===== src/rtl/pipelined_alu_shifter_if.sv =====
// Operand/result bus of the pipelined ALU/shifter: operation request with
// valid/ready, result stream with valid/ready, and the committed flags.
interface pipelined_alu_shifter_if #(
  parameter int WIDTH   = 32,
  parameter int SHAMT_W = 8
);
  logic               in_valid;
  logic               in_ready;
  logic [3:0]         opcode;
  logic               s_bit;
  logic [WIDTH-1:0]   op_a;
  logic [WIDTH-1:0]   op_b;
  logic [1:0]         shift_type;
  logic [SHAMT_W-1:0] shift_amt;
  logic               shift_by_reg;
  logic               imm_carry;
  logic               imm_valid;
  logic               out_valid;
  logic               out_ready;
  logic [WIDTH-1:0]   result;
  logic               write_rd;
  logic [3:0]         nzcv;

  // Datapath side
  modport slave (
    input  in_valid, opcode, s_bit, op_a, op_b, shift_type, shift_amt,
           shift_by_reg, imm_carry, imm_valid, out_ready,
    output in_ready, out_valid, result, write_rd, nzcv
  );

  // Decode / writeback side
  modport master (
    output in_valid, opcode, s_bit, op_a, op_b, shift_type, shift_amt,
           shift_by_reg, imm_carry, imm_valid, out_ready,
    input  in_ready, out_valid, result, write_rd, nzcv
  );
endinterface


===== src/rtl/pipelined_alu_shifter.sv =====
// Two-stage ARM data-processing unit: barrel shifter in stage 1, ALU and
// NZCV commit in stage 2. Ops that set flags block the next acceptance for
// one cycle so the following shifter/ALU carry-in sees the committed C.
module pipelined_alu_shifter #(
  parameter int WIDTH   = 32,
  parameter int SHAMT_W = 8
) (
  input  logic                   clk,
  input  logic                   reset_n,
  pipelined_alu_shifter_if.slave bus
);
  localparam int LW = $clog2(WIDTH);

  // Stage 1 state
  logic             s1_valid_r;
  logic [WIDTH-1:0] s1_opnd_r;
  logic             s1_shc_r;
  logic [WIDTH-1:0] s1_a_r;
  logic [3:0]       s1_op_r;
  logic             s1_s_r;

  // Stage 2 state and architectural flags
  logic             s2_valid_r;
  logic [WIDTH-1:0] result_r;
  logic             write_rd_r;
  logic [3:0]       nzcv_r;

  // Handshake
  logic s2_adv_s;
  logic in_ready_s;
  logic accept_s;
  logic s_eff_s;

  // Shifter
  logic [31:0]      n_s;
  logic [LW-1:0]    m_s;
  logic [WIDTH:0]   wide_s;
  logic [WIDTH-1:0] sh_res_s;
  logic             sh_c_s;

  // ALU
  logic [WIDTH-1:0] x_s;
  logic [WIDTH-1:0] y_s;
  logic             ci_s;
  logic             arith_s;
  logic [WIDTH-1:0] logic_res_s;
  logic [WIDTH:0]   sum_s;
  logic [WIDTH-1:0] alu_res_s;
  logic [3:0]       nzcv_next_s;

  assign s2_adv_s   = s1_valid_r && (!s2_valid_r || bus.out_ready);
  assign in_ready_s = !s1_valid_r || (s2_adv_s && !s1_s_r);
  assign accept_s   = bus.in_valid && in_ready_s;
  assign s_eff_s    = bus.s_bit || (bus.opcode[3:2] == 2'b10);

  assign bus.in_ready  = in_ready_s;
  assign bus.out_valid = s2_valid_r;
  assign bus.result    = result_r;
  assign bus.write_rd  = write_rd_r;
  assign bus.nzcv      = nzcv_r;

  // Barrel shifter: produce shifted operand and shifter carry from the inputs
  always_comb begin
    n_s      = bus.shift_by_reg ? 32'(bus.shift_amt) : 32'(bus.shift_amt[4:0]);
    m_s      = '0;
    wide_s   = '0;
    sh_res_s = bus.op_b;
    sh_c_s   = nzcv_r[1];
    // Immediate LSR #0 / ASR #0 encode a full-width shift
    if (!bus.shift_by_reg && n_s == 32'd0 &&
        (bus.shift_type == 2'b01 || bus.shift_type == 2'b10)) begin
      n_s = 32'(WIDTH);
    end else begin
      n_s = n_s;
    end
    if (bus.imm_valid) begin
      sh_res_s = bus.op_b;
      sh_c_s   = bus.imm_carry;
    end else if (n_s == 32'd0) begin
      if (!bus.shift_by_reg && bus.shift_type == 2'b11) begin
        // RRX
        sh_res_s = {nzcv_r[1], bus.op_b[WIDTH-1:1]};
        sh_c_s   = bus.op_b[0];
      end else begin
        sh_res_s = bus.op_b;
        sh_c_s   = nzcv_r[1];
      end
    end else begin
      case (bus.shift_type)
        2'b00: begin
          // Extra MSB catches the last bit shifted out, also for n == WIDTH
          wide_s             = {1'b0, bus.op_b} << n_s;
          {sh_c_s, sh_res_s} = wide_s;
        end
        2'b01: begin
          wide_s             = {bus.op_b, 1'b0} >> n_s;
          {sh_res_s, sh_c_s} = wide_s;
        end
        2'b10: begin
          // Arithmetic shift saturates to sign bits for any n >= WIDTH
          wide_s             = $signed({bus.op_b, 1'b0}) >>> n_s;
          {sh_res_s, sh_c_s} = wide_s;
        end
        2'b11: begin
          m_s      = n_s[LW-1:0];
          sh_res_s = (bus.op_b >> m_s) | (bus.op_b << (32'(WIDTH) - 32'(m_s)));
          sh_c_s   = sh_res_s[WIDTH-1];
        end
        default: begin
          sh_res_s = bus.op_b;
          sh_c_s   = nzcv_r[1];
        end
      endcase
    end
  end

  // ALU: operate on stage-1 contents and compute the flags to commit
  always_comb begin
    x_s         = s1_a_r;
    y_s         = s1_opnd_r;
    ci_s        = 1'b0;
    arith_s     = 1'b0;
    logic_res_s = '0;
    case (s1_op_r)
      4'h0, 4'h8: logic_res_s = s1_a_r & s1_opnd_r;
      4'h1, 4'h9: logic_res_s = s1_a_r ^ s1_opnd_r;
      4'hC:       logic_res_s = s1_a_r | s1_opnd_r;
      4'hD:       logic_res_s = s1_opnd_r;
      4'hE:       logic_res_s = s1_a_r & ~s1_opnd_r;
      4'hF:       logic_res_s = ~s1_opnd_r;
      4'h2, 4'hA: begin arith_s = 1'b1; y_s = ~s1_opnd_r; ci_s = 1'b1; end
      4'h3: begin arith_s = 1'b1; x_s = s1_opnd_r; y_s = ~s1_a_r; ci_s = 1'b1; end
      4'h4, 4'hB: begin arith_s = 1'b1; ci_s = 1'b0; end
      4'h5: begin arith_s = 1'b1; ci_s = nzcv_r[1]; end
      4'h6: begin arith_s = 1'b1; y_s = ~s1_opnd_r; ci_s = nzcv_r[1]; end
      4'h7: begin arith_s = 1'b1; x_s = s1_opnd_r; y_s = ~s1_a_r; ci_s = nzcv_r[1]; end
      default: logic_res_s = '0;
    endcase
    sum_s = {1'b0, x_s} + {1'b0, y_s} + {{WIDTH{1'b0}}, ci_s};
    if (arith_s) begin
      alu_res_s      = sum_s[WIDTH-1:0];
      nzcv_next_s[1] = sum_s[WIDTH];
      nzcv_next_s[0] = (x_s[WIDTH-1] == y_s[WIDTH-1]) &&
                       (sum_s[WIDTH-1] != x_s[WIDTH-1]);
    end else begin
      alu_res_s      = logic_res_s;
      nzcv_next_s[1] = s1_shc_r;
      nzcv_next_s[0] = nzcv_r[0];
    end
    nzcv_next_s[3] = alu_res_s[WIDTH-1];
    nzcv_next_s[2] = (alu_res_s == '0);
  end

  // Stage 1 register: capture the shifted operand on acceptance
  always_ff @(posedge clk) begin
    if (!reset_n) begin
      s1_valid_r <= 1'b0;
      s1_opnd_r  <= '0;
      s1_shc_r   <= 1'b0;
      s1_a_r     <= '0;
      s1_op_r    <= 4'h0;
      s1_s_r     <= 1'b0;
    end else if (accept_s) begin
      s1_valid_r <= 1'b1;
      s1_opnd_r  <= sh_res_s;
      s1_shc_r   <= sh_c_s;
      s1_a_r     <= bus.op_a;
      s1_op_r    <= bus.opcode;
      s1_s_r     <= s_eff_s;
    end else if (s2_adv_s) begin
      s1_valid_r <= 1'b0;
    end else begin
      s1_valid_r <= s1_valid_r;
    end
  end

  // Stage 2 register and flag commit when an op moves out of stage 1
  always_ff @(posedge clk) begin
    if (!reset_n) begin
      s2_valid_r <= 1'b0;
      result_r   <= '0;
      write_rd_r <= 1'b0;
      nzcv_r     <= 4'b0000;
    end else if (s2_adv_s) begin
      s2_valid_r <= 1'b1;
      result_r   <= alu_res_s;
      write_rd_r <= (s1_op_r[3:2] != 2'b10);
      if (s1_s_r) begin
        nzcv_r <= nzcv_next_s;
      end else begin
        nzcv_r <= nzcv_r;
      end
    end else if (s2_valid_r && bus.out_ready) begin
      s2_valid_r <= 1'b0;
    end else begin
      s2_valid_r <= s2_valid_r;
    end
  end
endmodule


===== src/flat_wrapper.sv =====
// flat-port wrapper written by rule: the top's interface ports become plain ports
module pipelined_alu_shifter_flat 
#(
  parameter int WIDTH   = 32,
  parameter int SHAMT_W = 8
)
  (clk, reset_n, bus_in_valid, bus_opcode, bus_s_bit, bus_op_a, bus_op_b, bus_shift_type, bus_shift_amt, bus_shift_by_reg, bus_imm_carry, bus_imm_valid, bus_out_ready, bus_in_ready, bus_out_valid, bus_result, bus_write_rd, bus_nzcv);
  pipelined_alu_shifter_if #(.WIDTH(WIDTH), .SHAMT_W(SHAMT_W)) bus_i ();
  input  logic clk;
  input  logic reset_n;
  input wire logic [$bits(bus_i.in_valid)-1:0] bus_in_valid;
  input wire logic [$bits(bus_i.opcode)-1:0] bus_opcode;
  input wire logic [$bits(bus_i.s_bit)-1:0] bus_s_bit;
  input wire logic [$bits(bus_i.op_a)-1:0] bus_op_a;
  input wire logic [$bits(bus_i.op_b)-1:0] bus_op_b;
  input wire logic [$bits(bus_i.shift_type)-1:0] bus_shift_type;
  input wire logic [$bits(bus_i.shift_amt)-1:0] bus_shift_amt;
  input wire logic [$bits(bus_i.shift_by_reg)-1:0] bus_shift_by_reg;
  input wire logic [$bits(bus_i.imm_carry)-1:0] bus_imm_carry;
  input wire logic [$bits(bus_i.imm_valid)-1:0] bus_imm_valid;
  input wire logic [$bits(bus_i.out_ready)-1:0] bus_out_ready;
  output wire logic [$bits(bus_i.in_ready)-1:0] bus_in_ready;
  output wire logic [$bits(bus_i.out_valid)-1:0] bus_out_valid;
  output wire logic [$bits(bus_i.result)-1:0] bus_result;
  output wire logic [$bits(bus_i.write_rd)-1:0] bus_write_rd;
  output wire logic [$bits(bus_i.nzcv)-1:0] bus_nzcv;
  assign bus_i.in_valid = bus_in_valid;
  assign bus_i.opcode = bus_opcode;
  assign bus_i.s_bit = bus_s_bit;
  assign bus_i.op_a = bus_op_a;
  assign bus_i.op_b = bus_op_b;
  assign bus_i.shift_type = bus_shift_type;
  assign bus_i.shift_amt = bus_shift_amt;
  assign bus_i.shift_by_reg = bus_shift_by_reg;
  assign bus_i.imm_carry = bus_imm_carry;
  assign bus_i.imm_valid = bus_imm_valid;
  assign bus_i.out_ready = bus_out_ready;
  assign bus_in_ready = bus_i.in_ready;
  assign bus_out_valid = bus_i.out_valid;
  assign bus_result = bus_i.result;
  assign bus_write_rd = bus_i.write_rd;
  assign bus_nzcv = bus_i.nzcv;
  pipelined_alu_shifter #(.WIDTH(WIDTH), .SHAMT_W(SHAMT_W)) u_core (.clk(clk), .reset_n(reset_n), .bus(bus_i));
endmodule

===== config.mk =====
export PLATFORM = sky130hd
export DESIGN_NAME = pipelined_alu_shifter_flat
export DESIGN_NICKNAME = d
export VERILOG_FILES = /design/src/rtl/pipelined_alu_shifter_if.sv /design/src/rtl/pipelined_alu_shifter.sv /design/src/flat_wrapper.sv
export SDC_FILE = /design/constraint.sdc
export NUM_CORES = 1
export LEC_CHECK = 0
export ABC_AREA = 0
export CAP_MARGIN = 10
export CORE_MARGIN = 2
export CORE_UTILIZATION = 35
export CTS_BUF_LIST = sky130_fd_sc_hd__clkbuf_4 sky130_fd_sc_hd__clkbuf_8 sky130_fd_sc_hd__clkbuf_16
export CTS_CLUSTER_DIAMETER = 120
export CTS_CLUSTER_SIZE = 12
export DETAILED_ROUTE_END_ITERATION = 16
export PLACE_DENSITY_LB_ADDON = 0.3
export SLEW_MARGIN = 0
export SYNTH_ARGS = -nofsm -noshare
export SYNTH_HDL_FRONTEND = slang
export SYNTH_SLANG_ARGS = --single-unit

===== constraint.sdc =====
create_clock -name clk -period 14.7 [get_ports clk]
set_input_delay 1.47 -clock clk [delete_from_list [all_inputs] [get_ports clk]]
set_output_delay 1.47 -clock clk [all_outputs]
set_load 0.01 [all_outputs]

==> run summary, run 1 <==
Post-Syn Instances: 2,359
Worst EP required: 15.01 ns
Syn Nets: 2,515
H-tree depth: 3
FMAX: 0.1566 GHz
WHS Endpoint: u_core.bus.result[13]
Hold Path Depth: 2
fill cell count: 4,791
critical path arrival: 6.70 ns
final hold slack: 0.4579 ns
Synth Warn #: 0
CTS clock-pin slew for the worst setup and hold paths: 0.08 ns
crit path time final: 6.386 ns
Die Span Y: 215.2 um
max-capacitance violation count: 0
Post-DRT Antenna Nets: 0
top cell type's share of synthesized area: 13.97%
FFs w/ async S/R, synth: 0%
Worst setup SP type: register
Critical R2R Launch: u_core.s1_op_r[1]
most frequent cells in the layout: 367 x nand2_1, 250 x o21ai_0, 234 x a21oi_1
Diodes inserted: 0
Non-Filler Instances: 2,929
setup TNS: 0 ns
CP max-delay cell: nor3_2
critical-path cell list: buf_4 > inv_1 > nor3_2 > buf_4 > o21ai_0 > o21ai_0 > ha_1 > and2_1 > a221oi_1 > a21oi_1 > nor2_1 > mux2i_1 > a221oi_1 > nand4b_1 > nor4_1 > nand4_1 > or4b_1 > nand2_1
Via-to-Cell Ratio: 6.408
Final Skew: 0.01367 ns
status: complete, no violations
Pre-Repair DR Iteration Count: 8
slew at the pin with the worst max-slew slack: 1.235 ns
CP bufs+invs: 3
routed wire length per instance: 27.17 um
crit-path max FO: 46
post-synthesis cell area: 15,620 um2
CTS tree: built
max incr delay on CP: 0.76 ns
cts bufs inserted: 9
CP delay by family, top: simple AND/OR/NAND/NOR gates
Max-slew headroom: 17.20%
post_cts resized: 0
Reg-to-Reg End: u_core.bus.nzcv[2]
Initial Utilization: 35.39%
post-route DRC violation count: 0
Inst Count DP: 2,913
Rows: 77
Placer Congestion: 1.041
LEAKAGE: 0.006536 uW
Most used DFF post-synth: dfxtp_1
Avg Inst Size Synth: 6.620 um2
Synth area leader: dfxtp_1
global-route wire length before repair: 116,800 um
GRT Overall Usage: 33.14%
number of global-route vias before repair: 17,660
Yosys cell types: 87
IO Count: 125
hold-fix buffers at CTS: 0
area occupied by multi-input gates: 12,280 um2
final setup fails: 0
cell count of the worst reg-to-reg path: 18
worst-case vdd ir drop: 57.68 uV
min-delay src: u_core.bus.result[13]
clk_lat worst skew: 0.38 ns
RSZ-0062 raised after global routing: no
final hold violations: 0
total grt overflow: 0
Clock Sinks: 109
Core Area: 44,120 um2
synth top area cells: dfxtp_1 14%, nand2_1 8.8%, o21ai_0 8.1%
pre-CTS WS: 8.490 ns
Setup Fix Bufs, Post-CTS: 0
maximum buffer depth of the clock tree: 2
routed wire length: 79,570 um
final setup margin: 8.314 ns
die width: 215.2 um
Crit Path Class: register to register
area of the die: 46,330 um2
number of flops mapped to enable cells by yosys: 0
Power Dens Cells: 73.50 nW/um2
CTS root buf: clkbuf_16
Reg area: 2183 um2
register area share after synthesis: 13.97%
synthesis-to-layout area growth: 11.74%
Synth Register Bits: 109
post-DP HPWL: 60,710 um
initial antenna violation count: 0
DR vias: 18,770
ratio of cells with drive above 1 in the final layout: 7.189%
largest net degree at the start of global routing: 98
HP Class: register to register
NumNets Final: 2,488
Final Cycle Share: 43.44%
Final Slew Violations: 0
commonest non-fill, non-tap cell in the layout: nand2_1
Setup crit end kind: register
port bufs: 124
Register-to-Register Setup Slack: 8.31 ns
Iteration-0 DRC Markers: 2,107
synth_stat cells (7+ instances only):
master       n
dfxtp_1    109
and2_1      17
a22oi_1     19
nor2_1     212
nor3_1      68
a21oi_1    235
nor2b_1     14
nand4_1     14
o2111ai_1    8
o21a_1       8
mux2i_1     95
nand2_1    368
o221ai_1    16
o22ai_1     43
a21o_1      14
xor2_1      23
clkbuf_1   165
inv_1       87
o211ai_1    33
a2111oi_0   12
xnor2_1     19
nand3_1     38
a311oi_1    15
o32ai_1     12
o32a_1       7
buf_1       22
or3_1        8
nand2b_1    15
a211oi_1    57
o21ai_0    252
buf_2       17
o31ai_1     15
and3_1      15
a31oi_1     33
mux4_2      26
a221oi_1    45
mux2_2      34
ha_1        68
metrics by stage:
step | util [%] | instance area [um2] | total power, uW
after floorplan | - | 15620 | 761.6
after CTS | 39.55 | 17450 | 1270
after detailed placement | 38.84 | 17140 | 1009
after global placement | 38.84 | 17140 | 1011
after global routing | 39.55 | 17450 | 1347
final | 39.55 | 17450 | 1283
tightest hold or removal path, delay by kind of cell (launching register included):
family	cells	cell delay [ns]
and+or+nand+nor	1	0.05
DFF	1	0.31
AOI/OAI and AO/OA	1	0.05
state kept, by name, indices dropped and copies added, names as in the netlist:
name / count
u_core.s1_valid_r: 1
u_core.s1_a_r: 32
u_core.bus.result: 32
u_core.bus.out_valid: 1
u_core.s1_shc_r: 1
u_core.s1_opnd_r: 32
u_core.bus.nzcv: 4
u_core.s1_op_r: 4
u_core.bus.write_rd: 1
u_core.s1_s_r: 1
logic make-up (layout without fill, tap and decap cells):
family	count (synthesis)	in the layout	synth area share (%)
buf+inv	303	281	7.795
compound gates	882	882	35.80
flops	109	109	13.97
xor+xnor	42	42	2.355
fa+ha+maj	70	70	5.704
simple gates	798	798	22.08
mux	155	155	12.29
layer usage:
metal / vias to the layer above / track usage, % / wire length (um)
li1: 8669 / - / -
met1: 8895 / 40.25 / 31730
met2: 996 / 54.61 / 36400
met3: 210 / 4.897 / 5815
met4: 0 / 21.54 / 5623
met5: - / 0 / 0
area by class of cell:
type                    instances  share of cell area [%]
flip-flops and latches        109                   12.51
clock inverters                 5                  0.3298
clock buffers                  11                   1.448
well taps                     592                   4.245
inverters                      92                   1.979
repair buffers                173                   9.092
multi-input cells            1947                   70.40
worst max path at each step:
stage	slack (ns)	cells after the start	endpoint	from
after detailed placement	8.49	18	u_core.bus.nzcv[2]	u_core.s1_op_r[1]
after floorplan	9.24	23	u_core.bus.nzcv[2]	u_core.s1_op_r[1]
after global placement	8.56	18	u_core.bus.nzcv[2]	u_core.s1_op_r[1]
final	8.31	18	u_core.bus.nzcv[2]	u_core.s1_op_r[1]
after CTS	8.45	18	u_core.bus.nzcv[2]	u_core.s1_op_r[1]
after global routing	8.02	18	u_core.bus.nzcv[2]	u_core.s1_op_r[1]
power breakdown:
part	switching [uW]	total, uW	internal (uW)
clock	117	258	142
sequential	28.4	344	316
combinational	448	680	232
(Power assumes the default switching activity.)
==> inputs of run 2 (changes only) <==
==> constraint.sdc (replaced) <==
create_clock -name clk -period 6.6 [get_ports clk]
set_input_delay 0.66 -clock clk [delete_from_list [all_inputs] [get_ports clk]]
set_output_delay 0.66 -clock clk [all_outputs]
set_load 0.01 [all_outputs]
==> run 2 against run 1 <==
  * Non-clock buffer count is 13 higher
  * Clock skew is 0.0011 ns higher
  * Register-to-register slack worse by 7.5 ns
  * Critical path depth is 1 lower
  * Largest power group unchanged
==> run summary, run 2 (same netlist as run 1, synthesis figures left out) <==
CP Capture Point: u_core.bus.nzcv[2]
CP startpoint: u_core.s1_op_r[1]
pre-CTS WS: 0.9689 ns
cts bufs inserted: 9
Placer Congestion: 1.009
hold-fix buffers at CTS: 0
DR vias: 18,950
Psw: 1292 uW
crit-path max FO: 24
initial antenna violation count: 0
sw frac: 45.42%
Comb power frac: 52.5%
critical path arrival: 6.06 ns
Final Skew: 0.01482 ns
Power Dens Cells: 162.0 nW/um2
Rows: 77
final setup fails: 0
Via-to-Cell Ratio: 6.443
Pre-Repair DR Iteration Count: 6
total grt overflow: 0
routed wire length per instance: 25.86 um
Clock power frac: 20.4%
Initial Utilization: 35.39%
RSZ-0062 raised after global routing: no
ratio of cells with drive above 1 in the final layout: 7.702%
global-route wire length before repair: 113,900 um
Post-DRT Antenna Nets: 0
FMAX: 0.1742 GHz
port bufs: 124
Max-slew headroom: 18.79%
commonest non-fill, non-tap cell in the layout: nand2_1
critical-path cell list: inv_1 > nor3_2 > buf_4 > o21ai_0 > o21ai_0 > ha_1 > and2_1 > a221oi_1 > a21oi_1 > nor3_1 > o31ai_1 > nor4_1 > nand4b_1 > nor4_1 > nand4_1 > or4b_1 > nand2_1
slew at the pin with the worst max-slew slack: 1.205 ns
Crit Path Class: register to register
number of global-route vias before repair: 17,790
synthesis-to-layout area growth: 12.38%
max incr delay on CP: 0.65 ns
Final Cycle Share: 86.98%
Worst setup SP type: register
clk_lat worst skew: 0.38 ns
post-DP HPWL: 57,590 um
Critical R2R Launch: u_core.s1_op_r[1]
maximum buffer depth of the clock tree: 2
status: complete, no violations
CP max-delay cell: dfxtp_2
Core Area: 44,120 um2
sequential share of power: 27.1%
CTS tree: built
HP Class: register to register
worst-case vdd ir drop: 141.6 uV
most frequent cells in the layout: 367 x nand2_1, 251 x o21ai_0, 234 x a21oi_1
Die Span Y: 215.2 um
Pint: 1552 uW
final hold violations: 0
Clock Sinks: 109
post-route DRC violation count: 0
Setup Fix Bufs, Post-CTS: 0
Reg-to-Reg End: u_core.bus.nzcv[2]
Iteration-0 DRC Markers: 2,189
Register-to-Register Setup Slack: 0.86 ns
max-capacitance violation count: 0
crit path time final: 5.741 ns
cell count of the worst reg-to-reg path: 17
Setup crit end kind: register
final setup margin: 0.8592 ns
NumNets Final: 2,501
CTS clock-pin slew for the worst setup and hold paths: 0.08 ns
LEAKAGE: 0.006604 uW
setup TNS: 0 ns
Diodes inserted: 0
Worst EP required: 6.92 ns
largest net degree at the start of global routing: 91
CTS root buf: clkbuf_16
IO Count: 125
post_cts resized: 0
GRT Overall Usage: 31.93%
Final Slew Violations: 0
H-tree depth: 3
die width: 215.2 um
area of the die: 46,330 um2
routed wire length: 76,070 um
-- run 2: layout make-up --
class / count / area [um2]
Tap cell: 592 / 740.7
Multi-Input combinational cell: 1947 / 12270
Inverter: 92 / 345.3
Fill cell: 4817 / 26570
Sequential cell: 109 / 2183
Timing Repair Buffer: 186 / 1697
Clock inverter: 4 / 45.04
Clock buffer: 12 / 266.5
-- run 2: power by group through the flow --
stage | combinational (uW) | clock (uW) | sequential [uW]
global route | 1600 | 610 | 778
floorplan | 939 | 0 | 758
finish | 1490 | 579 | 771
global placement | 1440 | 0 | 783
detailed placement | 1440 | 0 | 784
CTS | 1450 | 591 | 769
-- run 2: critical path, delay by kind of cell (launching register included) --
family	cells	cell delay [ns]
adders and majority gates	1	0.31
DFF	1	0.65
buffers and inverters	2	0.76
and+or+nand+nor	9	2.73
AOI/OAI and AO/OA	5	1.20
-- run 2: stage by stage --
stage | power, uW | utilization (%) | instance area (um2) | hold WS (ns) | instances
6_report | 2844 | 39.77 | 17550 | 0.4534 | 2942
5_1_grt | 2984 | 39.77 | 17550 | 0.4650 | 2942
4_1_cts | 2808 | 39.77 | 17550 | 0.4570 | 2942
3_5_place_dp | 2224 | 39.07 | 17240 | 0.4478 | 2926
3_3_place_gp | 2223 | 39.07 | 17240 | 0.4459 | 2926
2_1_floorplan | 1696 | - | 15620 | 0.4473 | 2359
-- run 2: worst min-delay path by stage --
stage | startpoint | end | slack (ns) | depth (start not counted)
4_1_cts | u_core.bus.result[6] | u_core.bus.result[6] | 0.46 | 2
5_1_grt | u_core.bus.result[13] | u_core.bus.result[13] | 0.47 | 2
2_1_floorplan | u_core.s1_opnd_r[14] | u_core.s1_opnd_r[14] | 0.45 | 2
3_3_place_gp | u_core.bus.result[25] | u_core.bus.result[25] | 0.45 | 2
3_5_place_dp | u_core.bus.result[13] | u_core.bus.result[13] | 0.45 | 2
6_report | u_core.bus.result[13] | u_core.bus.result[13] | 0.45 | 2
-- run 2: per-layer routing --
metal / GRT usage, % / vias to the layer above / routed length, um / share of wire [%]
li1: - / 8680 / - / -
met1: 39.35 / 8986 / 29940 / 39
met2: 51.76 / 1058 / 34430 / 45
met3: 4.487 / 230 / 6014 / 7.9
met4: 21.45 / 0 / 5692 / 7.5
met5: 0 / - / 0 / 0
